<file path="src/rtl/covert_rep_encoder.sv">
// covert_rep_encoder: encodes message bits as windows of packet field values.
// A '1' window repeats its first (anchor) value REP_COUNT times; a '0' window
// carries only fresh, distinct values drawn from a Galois LFSR.
module covert_rep_encoder #(
    parameter int unsigned           FIELD_SIZE  = 16,
    parameter int unsigned           WINDOW_SIZE = 32,
    parameter int unsigned           REP_COUNT   = 5,
    parameter logic [FIELD_SIZE-1:0] SEED        = 16'hACE1,
    parameter logic [FIELD_SIZE-1:0] TAPS        = 16'hB400
) (
    input  logic                  sys_clk,
    input  logic                  reset,
    input  logic                  bit_valid,
    input  logic                  bit_data,
    output logic                  bit_ready,
    input  logic                  pkt_req,
    output logic                  field_valid,
    output logic [FIELD_SIZE-1:0] field,
    output logic                  window_start,
    output logic                  busy
);

    localparam int unsigned SLOT_W = $clog2(WINDOW_SIZE);
    localparam logic [SLOT_W-1:0] LAST_SLOT = SLOT_W'(WINDOW_SIZE - 1);
    localparam logic [SLOT_W-1:0] REP_LAST  = SLOT_W'(REP_COUNT);

    typedef enum logic {
        IDLE = 1'b0,
        EMIT = 1'b1
    } state_t;

    state_t                state_q, state_d;
    logic [SLOT_W-1:0]     slot_q, slot_d;
    logic                  cur_bit_q, cur_bit_d;
    logic [FIELD_SIZE-1:0] anchor_q, anchor_d;
    logic [FIELD_SIZE-1:0] lfsr_q, lfsr_d;
    logic [FIELD_SIZE-1:0] lfsr_adv;
    logic [FIELD_SIZE-1:0] field_d;
    logic                  field_valid_d;
    logic                  window_start_d;
    logic                  busy_d;

    // Next LFSR value, used only when a fresh value is emitted
    assign lfsr_adv = (lfsr_q >> 1) ^ (lfsr_q[0] ? TAPS : '0);

    // Ready is a straight decode of the state, forced low while reset is applied
    assign bit_ready = (state_q == IDLE) && !reset;

    // State, counters, LFSR and registered outputs
    always_ff @(posedge sys_clk) begin
        if (reset) begin
            state_q      <= IDLE;
            slot_q       <= '0;
            cur_bit_q    <= 1'b0;
            anchor_q     <= '0;
            lfsr_q       <= SEED;
            field        <= '0;
            field_valid  <= 1'b0;
            window_start <= 1'b0;
            busy         <= 1'b0;
        end else begin
            state_q      <= state_d;
            slot_q       <= slot_d;
            cur_bit_q    <= cur_bit_d;
            anchor_q     <= anchor_d;
            lfsr_q       <= lfsr_d;
            field        <= field_d;
            field_valid  <= field_valid_d;
            window_start <= window_start_d;
            busy         <= busy_d;
        end
    end

    // Next-state, field selection and output decode
    always_comb begin
        state_d        = state_q;
        slot_d         = slot_q;
        cur_bit_d      = cur_bit_q;
        anchor_d       = anchor_q;
        lfsr_d         = lfsr_q;
        field_d        = field;
        field_valid_d  = 1'b0;
        window_start_d = 1'b0;

        case (state_q)
            IDLE: begin
                if (bit_valid) begin
                    cur_bit_d = bit_data;
                    slot_d    = '0;
                    state_d   = EMIT;
                end
            end
            EMIT: begin
                if (pkt_req) begin
                    field_valid_d = 1'b1;
                    slot_d        = slot_q + SLOT_W'(1);
                    if (slot_q == '0) begin
                        // Slot 0 fixes the anchor that a '1' window repeats
                        field_d        = lfsr_q;
                        anchor_d       = lfsr_q;
                        lfsr_d         = lfsr_adv;
                        window_start_d = 1'b1;
                    end else if (cur_bit_q && (slot_q <= REP_LAST)) begin
                        field_d = anchor_q;
                    end else begin
                        field_d = lfsr_q;
                        lfsr_d  = lfsr_adv;
                    end
                    if (slot_q == LAST_SLOT) begin
                        state_d = IDLE;
                    end
                end
            end
            default: state_d = IDLE;
        endcase

        busy_d = (state_d == EMIT);
    end

endmodule

</file>
<file path="config.mk">
export PLATFORM = sky130hd
export DESIGN_NAME = covert_rep_encoder
export DESIGN_NICKNAME = d
export VERILOG_FILES = /design/src/rtl/covert_rep_encoder.sv
export SDC_FILE = /design/constraint.sdc
export NUM_CORES = 1
export LEC_CHECK = 0
export CAP_MARGIN = 30
export CORE_MARGIN = 2
export CORE_UTILIZATION = 55
export DETAILED_ROUTE_END_ITERATION = 12
export PLACE_DENSITY_LB_ADDON = 0.08
export SLEW_MARGIN = 5
export SYNTH_ARGS = -nofsm -noshare
export SYNTH_HDL_FRONTEND = slang
export SYNTH_SLANG_ARGS = --single-unit
</file>
<file path="constraint.sdc">
create_clock -name sys_clk -period 2.1 [get_ports sys_clk]
set_input_delay 0.42 -clock sys_clk [delete_from_list [all_inputs] [get_ports sys_clk]]
set_output_delay 0.42 -clock sys_clk [all_outputs]
set_load 0.005 [all_outputs]
</file>
* After elaboration in Yosys (flattened, before gate mapping)
Index checks and enable logic that the tools add are counted.
** Storage, ports and cells
- Bits of input ports :: 5
- Output and inout bits :: 20
- Register bits after elaboration :: 57
- Word-level logic and storage cells :: 42
** Operators by class
- Bitwise gates (word level) :: 3
- $add $sub $neg :: 1
- Magnitude comparators :: 1
- Eq/ne operators :: 4
- Reductions and logical operators :: 11
- Muxes and demuxes :: 14
** Operator list (number)
- 16-bit 2-to-1 mux :: 5
- 15-bit by 16-bit bitwise XOR with 16-bit output :: 1
- 5-bit 2-to-1 mux :: 2
- 5-bit case mux with 2 select lines :: 1
- 2-bit != test, second input constant :: 3
- 2-bit AND reduction :: 3
- 3-bit AND reduction :: 2
- 5-bit by 1-bit adder with 5-bit output, second input constant :: 1
- 5-bit equality test, second input constant :: 1
- 5-bit by 3-bit less-or-equal comparator with 1-bit output, second input constant :: 1
- 5-bit logical NOT :: 1
- 1-bit 2-to-1 mux :: 5
- 3-bit OR reduction :: 1
- 1-bit logical AND :: 2
- 1-bit NOT :: 2
- 1-bit case mux with 2 select lines :: 1
- 2-bit OR reduction :: 1
- 1-bit logical NOT :: 1

* Logic depth before layout (Yosys ltp)
- Depth in word-level cells :: 4
- Mapped depth :: 8
- Depth with buffers taken out :: 6

* Worst setup path before layout
No wires, ideal clock.
- Kind :: register to register
- From :: reg slot_q[1]
- To :: reg lfsr_q[0]
- Library setup time :: 120 ps
- Buffers on the path :: 1
- Setup slack :: 340 ps
- Arrival :: 1641 ps
- Cell stages (with the launch flop) :: 8
- Required time :: 1980 ps
- Period minus slack after synthesis :: 1760 ps
- Cell sequence :: dfxtp_1 > inv_1 > ha_1 > nand2b_1 > o211ai_1 > buf_2 > nand2_2 > a211o_1
** On the way
- Word-level cells in the longest chain between the ends :: 4
- Elaborated cells on any way between the ends :: 6
- Those cells by class :: order compare: 1; eq/ne: 1; mux: 1; reduce/logical: 3
** RTL lines
- start, declared :: RTL line 33 : logic [SLOT_W-1:0] slot_q, slot_d;
- start signal, assigned :: RTL line 63 : slot_q <= slot_d;
- 5-bit by 3-bit less-or-equal comparator with 1-bit output :: RTL line 103 : end else if (cur_bit_q && (slot_q <= REP_LAST)) begin
- 1-bit logical AND :: RTL line 103
- 2-bit != test (no line)
- 3-bit AND reduction (no line)
- end signal, assigned :: RTL line 66 : lfsr_q <= lfsr_d;
- end, declared :: RTL line 36 : logic [FIELD_SIZE-1:0] lfsr_q, lfsr_d;
Several ways; a longest one is shown, not always the timed one.
A chain may end at the register's enable or synchronous reset.

* Final worst setup path
- From :: reg slot_q[1]
- To :: reg lfsr_q[11]
Same word-level chain as after synthesis.

==> qor.yml <==
ir_worst_vdd_v: 0.0005162
r2r-end: "lfsr_q[11]"
wl_per_cell_um: 13.32
hold_viol_final: 0
die_area_mm2: 0.004804
clk_latency_ns: 0.33
cts_resized: 0
cp.arrival_ns: 2.10
synth_area_leader_cell: "dfxtp_1"
crit_required_ns: 2.32
drt_pre_antenna_iters: 4
setup_violations: 0
start_util: 0.5782
place_congestion: 0.7657
cts_made_buffers: 9
slew_viol_final: 0
numPlacedInstances: 321
synth_cell_types: 32
powerDensity_mw_per_mm2: 812.2
seqPwrFrac: 0.520
dp_hpwl_um: 2788
register_area_mm2: 0.001141
nFillCells: 331
h-tree-depth: 3
stdcell_count: 336
switchingPower_w: 0.0005528
cp_cell_sequence: "inv_1 -> ha_1 -> nand2b_1 -> o211ai_1 -> buf_12 -> nand2_2 -> a211o_1"
wirelength_um: 4477
netlist_top_cells_area: "dfxtp_1, mux2i_1, nor2_1"
yosys.area.top_type_share: 0.4864
ys_seq_elements: 57
hold_path_startpoint: "anchor_q[15]"
min_path_cells: 2
max_stage_delay_ns: 0.38
fin_crit_sh: 0.8955
drv_cap: 0
critPathKind: "flip-flop to flip-flop"
port_buffers: 24
area_growth_pct: 18.29
rows: 23
cts_hold_buf: 0
cts.sinks: 57
worst_pin_slew_ns: 0.5729
drc: 0
via_count: 1834
crit_path_start_kind: "flip-flop"
finClkSkew_ns: 0.009103
syn_inst: 261
grt_pass1_wl_um: 7741
endpoint_kind: "flip-flop"
hold_end: "field[15]"
grt_max_degree: 58
yosysWarningCount: 0
core_area_mm2: 0.004058
die_x_um: 69.31
max_freq_ghz: 0.5317
rsz0062_at_grt: "false"
mostFrequentLayoutCell: "dfxtp_1"
grt_remaining_overflow: 0
diodes: 0
p_leak_nw: 1.154
ant_nets: 0
crit_slowest_cell: "dfxtp_1"
initialDrtViolationCount: 111
final.min_clock_period_ns: 1.881
grt_pass1_vias: 1717
clk_pin_slew_worst_paths_ns: 0.06
clkPwrFrac: 0.380
yosysSeqAreaShare: 0.4864
syn_avg_cell_area_um2: 8.989
multi_input_area_mm2: 0.001081
rr_worst_depth: 7
clock_path_buffers: 2
mostFrequentLayoutCells: "dfxtp_1, nor2_1, nand2_1"
antenna_found_initial: 0
finish.net_count: 291
reg2reg_from: "slot_q[1]"
netlist_area_mm2: 0.002346
hold-worst-slack_ns: 0.4787
crit_fanout: 34
comb_power_share: 0.100
swShare: 0.2453
clock-root-buffer: "clkbuf_8"
slew_headroom: 0.6181
post_cts_buffers: 0
postSynthNetCount: 270
cts_tree: "done"
vias_per_cell: 5.458
reg2reg_slack_ns: 0.22
p_total_w: 0.002254
p_int_w: 0.001701
drive_above_1_share: 0.09091
grtUsageTotal: 0.2018
hp-class: "flip-flop to flip-flop"
run_status: "completed"
die_h_um: 69.31
io-pin-count: 25
utilization: 0.6839
[cell families after synthesis]
kind of cell | synth area share
compound gates | 0.1573
xor+xnor | 0.01120
buf+inv | 0.05280
flops | 0.4864
simple gates | 0.1941
mux | 0.07680
fa+ha+maj | 0.02133
[metal layers]
layer,track usage,up-vias,part of all wire
met3,0.06105,9,0.032
met5,0,-,0
met4,0.1024,0,0.020
li1,-,950,-
met2,0.3109,23,0.45
met1,0.2553,852,0.49
[how the worst max path moves through the flow]
| stage | start | end | slack, ns | cells after the start |
|---|---|---|---|---|
| floorplan | slot_q[1] | lfsr_q[0] | 0.34 | 7 |
| global placement | pkt_req | anchor_q[8] | 0.01 | 5 |
| detailed placement | pkt_req | anchor_q[8] | -0.02 | 5 |
| CTS | slot_q[1] | lfsr_q[11] | 0.21 | 7 |
| global route | slot_q[0] | field[8] | 0.04 | 6 |
| finish | slot_q[1] | lfsr_q[11] | 0.22 | 7 |
[synthesized netlist by cell type]
library cell,instances
buf_6,3
nor2_1,41
a22oi_1,2
ha_1,4
nand2_2,2
buf_2,6
o211ai_1,1
buf_4,1
a21oi_1,13
and3_1,7
o21bai_1,2
nor3b_1,2
inv_1,2
or4_4,1
xnor2_1,1
nor3_1,4
nand3_1,7
nor2b_1,2
a311oi_1,17
and4_1,1
dfxtp_1,57
a211oi_1,2
nand2_1,33
and2_1,1
o21ai_0,8
o211a_2,1
clkbuf_1,10
mux2i_1,18
nand2b_1,2
buf_1,2
xor2_1,2
a211o_1,6
[power groups by stage]
stage,Combinational [W],Sequential (W),Clock (W)
after global routing,0.000252,0.00118,0.000923
after floorplan,0.000149,0.00119,0
final,0.000226,0.00117,0.000855
after global placement,0.000224,0.00120,0
after CTS,0.000229,0.00117,0.000875
after detailed placement,0.000227,0.00120,0
[cell type report]
cell class                      instances  area share
Multi-Input combinational cell        180      0.3895
Clock buffer                           12     0.05230
Timing Repair Buffer                   32      0.1154
Sequential cell                        57      0.4112
Inverter                                2    0.002705
Tap cell                               50     0.02254
Clock inverter                          3    0.006312
[critical path: cells and delay by family (launching register included)]
family | cells | cell delay (ns)
DFF | 1 | 0.38
and+or+nand+nor | 2 | 0.29
buffers and inverters | 2 | 0.31
adders and majority gates | 1 | 0.19
AOI/OAI and AO/OA | 2 | 0.59
[through the flow]
step                instance area, um2  setup WS [ns]   TNS, ns
floorplan                         2346         0.3398         0
global placement                  2613        0.01307         0
detailed placement                2613       -0.01749  -0.09321
CTS                               2775         0.2091         0
global route                      2775        0.03838         0
finish                            2775         0.2194         0
[state kept, by name (all words and copies together), names as in the netlist]
name,count
field,16
lfsr_q,16
anchor_q,16
state_q,1
cur_bit_q,1
field_valid,1
window_start,1
slot_q,5
(Power assumes the default switching activity.)
